File: src/rtl/cmp_seq_pkg.sv
// Shared types and sizing helpers for the serial magnitude comparator.
// Used by serial_magnitude_compare (optional macro EARLY_EXIT_EN lives in the top).
package cmp_seq_pkg;

  typedef enum logic [1:0] {
    IDLE = 2'd0,
    RUN  = 2'd1,
    DONE = 2'd2
  } state_e;

  function automatic int slices(input int width);
    return width / 2;
  endfunction

  // Width of the slice index; never below one bit so WIDTH=2 still has a k register.
  function automatic int slice_idx_w(input int width);
    int w;
    w = $clog2(width / 2);
    return (w < 1) ? 1 : w;
  endfunction

endpackage

File: src/rtl/two_bit_slice_cmp.sv
// Combinational 2-bit unsigned slice comparator feeding the serial sequencer.
module two_bit_slice_cmp (
  input  logic [1:0] a_i,
  input  logic [1:0] b_i,
  output logic       gt_o,
  output logic       lt_o
);

  assign gt_o = (a_i > b_i);
  assign lt_o = (a_i < b_i);

endmodule

File: src/rtl/serial_magnitude_compare.sv
// Sequences one 2-bit slice comparator over WIDTH-bit operands, MSB slice first.
// Optional macro EARLY_EXIT_EN: finish as soon as the first differing slice is seen.
module serial_magnitude_compare
  import cmp_seq_pkg::*;
#(
  parameter int WIDTH = 8
) (
  input  logic             clk,
  input  logic             rst_n,
  input  logic             start,
  input  logic [WIDTH-1:0] a,
  input  logic [WIDTH-1:0] b,
  output logic             busy,
  output logic             done,
  output logic             agrb,
  output logic             aeqb,
  output logic             altb
);

  localparam int NSL   = slices(WIDTH);
  localparam int IDX_W = slice_idx_w(WIDTH);
  localparam logic [IDX_W-1:0] K_TOP  = IDX_W'(NSL - 1);
  localparam logic [IDX_W-1:0] K_ZERO = {IDX_W{1'b0}};
  localparam logic [IDX_W-1:0] K_ONE  = IDX_W'(1);

  if ((WIDTH < 2) || ((WIDTH % 2) != 0)) begin : g_bad_width
    $error("serial_magnitude_compare: WIDTH must be even and >= 2");
  end

  state_e           state_q, state_d;
  logic [WIDTH-1:0] a_q, a_d, b_q, b_d;
  logic [IDX_W-1:0] k_q, k_d;
  logic             decided_q, decided_d;
  logic             gt_q, gt_d, lt_q, lt_d;
  logic             busy_q, busy_d, done_q, done_d;
  logic             agrb_q, agrb_d, aeqb_q, aeqb_d, altb_q, altb_d;
  logic [1:0]       a_sl_s, b_sl_s;
  logic             sl_gt_s, sl_lt_s;
  logic             last_s, exit_s;

  if (NSL == 1) begin : g_one_slice
    assign a_sl_s = a_q[1:0];
    assign b_sl_s = b_q[1:0];
  end else begin : g_mux_slice
    assign a_sl_s = a_q[{k_q, 1'b0} +: 2];
    assign b_sl_s = b_q[{k_q, 1'b0} +: 2];
  end

  two_bit_slice_cmp u_slice (
    .a_i  (a_sl_s),
    .b_i  (b_sl_s),
    .gt_o (sl_gt_s),
    .lt_o (sl_lt_s)
  );

  // Next-state, datapath and registered-output decode.
  always_comb begin
    state_d   = state_q;
    a_d       = a_q;
    b_d       = b_q;
    k_d       = k_q;
    decided_d = decided_q;
    gt_d      = gt_q;
    lt_d      = lt_q;
    agrb_d    = agrb_q;
    aeqb_d    = aeqb_q;
    altb_d    = altb_q;
    last_s    = 1'b0;
    exit_s    = 1'b0;

    case (state_q)
      IDLE: begin
        if (start) begin
          a_d       = a;
          b_d       = b;
          k_d       = K_TOP;
          decided_d = 1'b0;
          gt_d      = 1'b0;
          lt_d      = 1'b0;
          state_d   = RUN;
        end else begin
          state_d = IDLE;
        end
      end
      RUN: begin
        // Only the first differing slice (from the MSB end) decides the result.
        if (!decided_q && sl_gt_s) begin
          gt_d      = 1'b1;
          decided_d = 1'b1;
        end else if (!decided_q && sl_lt_s) begin
          lt_d      = 1'b1;
          decided_d = 1'b1;
        end else begin
          decided_d = decided_q;
        end

        last_s = (k_q == K_ZERO);
        if (last_s) begin
          k_d = K_ZERO;
        end else begin
          k_d = k_q - K_ONE;
        end

`ifdef EARLY_EXIT_EN
        exit_s = last_s | (decided_d & ~decided_q);
`else
        exit_s = last_s;
`endif

        if (exit_s) begin
          state_d = DONE;
          agrb_d  = gt_d;
          altb_d  = lt_d;
          aeqb_d  = ~gt_d & ~lt_d;
        end else begin
          state_d = RUN;
        end
      end
      DONE: begin
        state_d = IDLE;
      end
      default: begin
        state_d = IDLE;
      end
    endcase

    busy_d = (state_d != IDLE);
    done_d = (state_d == DONE);
  end

  // State and output registers; reset discards any in-flight compare.
  always_ff @(posedge clk or negedge rst_n) begin
    if (!rst_n) begin
      state_q   <= IDLE;
      a_q       <= {WIDTH{1'b0}};
      b_q       <= {WIDTH{1'b0}};
      k_q       <= K_ZERO;
      decided_q <= 1'b0;
      gt_q      <= 1'b0;
      lt_q      <= 1'b0;
      busy_q    <= 1'b0;
      done_q    <= 1'b0;
      agrb_q    <= 1'b0;
      aeqb_q    <= 1'b0;
      altb_q    <= 1'b0;
    end else begin
      state_q   <= state_d;
      a_q       <= a_d;
      b_q       <= b_d;
      k_q       <= k_d;
      decided_q <= decided_d;
      gt_q      <= gt_d;
      lt_q      <= lt_d;
      busy_q    <= busy_d;
      done_q    <= done_d;
      agrb_q    <= agrb_d;
      aeqb_q    <= aeqb_d;
      altb_q    <= altb_d;
    end
  end

  assign busy = busy_q;
  assign done = done_q;
  assign agrb = agrb_q;
  assign aeqb = aeqb_q;
  assign altb = altb_q;

endmodule

File: config.mk
export PLATFORM = sky130hd
export DESIGN_NAME = serial_magnitude_compare
export DESIGN_NICKNAME = d
export VERILOG_FILES = /design/src/rtl/cmp_seq_pkg.sv /design/src/rtl/two_bit_slice_cmp.sv /design/src/rtl/serial_magnitude_compare.sv
export SDC_FILE = /design/constraint.sdc
export NUM_CORES = 1
export LEC_CHECK = 0
export ABC_CLOCK_PERIOD_IN_PS = 2250
export BUFFER_PORTS_ARGS = -buffer_cell sky130_fd_sc_hd__buf_4
export CORE_MARGIN = 2
export CORE_UTILIZATION = 39
export DETAILED_ROUTE_END_ITERATION = 6
export HOLD_SLACK_MARGIN = 0.1
export PLACE_DENSITY = 0.63
export SYNTH_ARGS = -nofsm -noshare
export SYNTH_HDL_FRONTEND = slang
export SYNTH_HIERARCHICAL = 1
export SYNTH_SLANG_ARGS = --single-unit
File: constraint.sdc
create_clock -name clk -period 2.25 [get_ports clk]
set_input_delay 0.225 -clock clk [delete_from_list [all_inputs] [get_ports clk]]
set_output_delay 0.225 -clock clk [all_outputs]
set_load 0.01 [all_outputs]
==> flow_summary.ini <==
[setup_path]
critical-path-slowest-cell = mux4_2
reg2reg_from = k_q[0]
reg2reg_to = aeqb
critPathMaxFanout = 5
setup.worst_path.start = k_q[0]
path_cells = mux4_2 > ha_4 > nor2b_4 > a2bb2oi_4 > nor2_2 > a21oi_2 > a31o_1
cp_top_family = multiplexers
critPathLaunchType = flop
path_depth = 7
endpoint = aeqb
max_stage_delay_ns = 0.55
critPathArrivalTime_ns = 2.40
path_buf_inv = 0
r2r_slack_ns = 0.12
worst_r2r_path_depth = 7
setup.worst_path.class = reg2reg
worstPathRequired_ns = 2.52
endpoint_kind = flop

[logic_synthesis]
synth-seq-cells = 28
avgSynthCellArea_um2 = 14.1
syn_inst = 90
async_reset_ff_frac = 1.00
synthFlopType = dfrtp_1
yosys-top-cells-count = dfrtp_1, mux2_2, a21oi_1, nor2_1, mux4_2
synth_top_area_cell = dfrtp_1
synth_area_um2 = 1270
yosysMostFrequentCell = dfrtp_1
yosysTopAreaCellShare = 0.552
syn-num-nets = 111
synth_edf_count = 0
ys_types = 26
synth_sequential_area_ratio = 0.552
yosysWarnings = 6
synthTopCellsByArea = dfrtp_1, mux2_2, mux4_2

[global_routing]
grt_pass1_wl_mm = 3.53
grt_pass1_vias = 813
antenna_found_initial = 0
grt_max_degree = 29
gr-total-overflow = 0
grt_usage = 0.129

[cells_and_area]
post-route-cell-area_um2 = 1580
final_nets = 140
num_antenna_cells = 0
area_growth_pct = 24.2
n_fill_cell = 287
drive_gt1_frac = 0.508

[min_path]
hold_class = in2reg

[clock_network]
clockBufferDepth = 2
cts-root-buf = clkbuf_4
cts_tree = yes
numCtsBuffers = 3
clk_pin_slew_ns = 0.14
htreeDepth = 1
cts.sink_count = 28
insertion_delay_ns = 0.32

[routing]
drc = 0
drt_pre_antenna_iters = 4
post_drt_wl_per_cell_um = 13.4
detail_route.iter0.violations = 9
ant_nets = 0
wirelength_mm = 2.16
post_drt_via_cell_ratio = 4.98
via_count = 807

[power]
combPwrFrac = 0.554
power.internal_mw = 1.71
p_sw_mw = 0.953
clockPowerShare = 0.090
pwr_density_cell_nw_per_um2 = 1690
leakage_nw = 0.687
seqPwrFrac = 0.355
peakVddDrop_uv = 664
swShare = 0.358
power.total_mw = 2.66

[sta]
hold_viol_final = 0
fin_skew_ns = 0.000811
report.final.slew_viol_count = 0
worst_slew_pin_slew_ns = 0.490
period_minus_slack_ns = 2.13
max_freq_mhz = 471
rsz0062_at_grt = false
fin_tns_setup_ns = 0
post-route-period-util = 0.945
relSlewSlack = 0.672
setup_violations = 0

[job]
cap_violations = 0

[placed_design]
dpl.hpwl_mm = 1.58
portBuffers = 23
placed_area_um2 = 1490
place.gp.congestion = 0.713

[floorplan]
core_area_um2 = 3080
initial_core_util = 0.412
die_w_um = 61.0
die_area_um2 = 3730
rows = 20
io_pins = 24
die_h_um = 61.0

[outcome]
outcome = completed
[through the flow]
step	utilization	hold WS, ns	cells	setup slack, ns
2_1_floorplan	-	-0.0706	90	0.0942
3_3_place_gp	0.484	0.161	156	0.0602
3_5_place_dp	0.484	0.165	156	-0.000224
4_1_cts	0.500	0.112	161	0.0443
5_1_grt	0.512	0.103	162	0.00166
6_report	0.512	0.120	162	0.125
[cell usage in the layout (no fill, tap or decap), types with 2 or more instances in the layout]
cell type,count
nand2_1,2
nor2_1,5
dfrtp_1,27
a21oi_1,6
mux2_2,16
inv_1,3
nor2b_1,2
buf_4,26
o21ai_0,3
mux4_2,4
clkbuf_4,3
[power by group through the flow]
stage / combinational (mW) / clock, mW / sequential, mW
after CTS: 1.23 / 0.250 / 0.955
after detailed placement: 1.22 / 0 / 0.966
after floorplan: 1.01 / 0 / 0.886
after global placement: 1.19 / 0 / 0.955
final: 1.48 / 0.240 / 0.946
after global routing: 1.61 / 0.268 / 0.989
[registers in the layout (all words and copies together) (netlist names), 2 cells and up]
register and cells:
b_q 8, a_q 8, k_q 2, state_q 2
[worst reg2reg max path: cells and delay by family, from the launching register on]
kind	cells	cell delay, ns
AND/OR/NAND/NOR	2	0.25
multiplexers	1	0.56
adder cells (fa/ha/maj)	1	0.30
AO/OA/AOI/OAI	3	0.52
flip-flops	1	0.46
[cell type report]
class	count	area, um^2	share of cell area
clock buffers	4	36.3	0.0230
inverters	3	11.3	0.00715
multi-input cells	56	566	0.359
flip-flops and latches	28	702	0.446
well taps	44	55.1	0.0349
repair buffers	27	205	0.130
[metal layers]
layer / track usage / wire [um] / vias to the layer above / share of wire
met1: 0.169 / 925 / 397 / 0.43
li1: - / - / 380 / -
met4: 0.0466 / 35 / 0 / 0.016
met3: 0.0189 / 90 / 5 / 0.042
met2: 0.216 / 1110 / 25 / 0.51
met5: 0 / 0 / - / 0
[how the worst min path moves through the flow]
stage	start	endpoint	slack, ns	depth (start not counted)
2_1_floorplan	rst_n	a_q[0]	-0.07	0
3_3_place_gp	rst_n	busy	0.16	1
3_5_place_dp	rst_n	busy	0.16	1
4_1_cts	a[1]	a_q[1]	0.11	2
5_1_grt	a[0]	a_q[0]	0.10	2
6_report	a[1]	a_q[1]	0.12	2
[kinds of logic (layout without fill, tap and decap cells)]
logic type / Yosys count / count (layout) / synth area share
AO/OA/AOI/OAI: 15 / 15 / 0.0789
adder cells (fa/ha/maj): 2 / 2 / 0.0197
buffers and inverters: 6 / 34 / 0.0256
AND/OR/NAND/NOR: 19 / 19 / 0.110
multiplexers: 20 / 20 / 0.213
flip-flops: 28 / 28 / 0.552
[timing repair]
| action | CTS | global route |
|---|---|---|
| resized for setup | 1 | 4 |
| hold buffers | 1 | 0 |
| buffers inserted | 0 | 1 |
| endpoints found under the setup margin | 3 | 3 |
| pin swaps | 0 | 0 |
| endpoints found under the hold margin | 28 | 0 |
(Power assumes the default switching activity.)
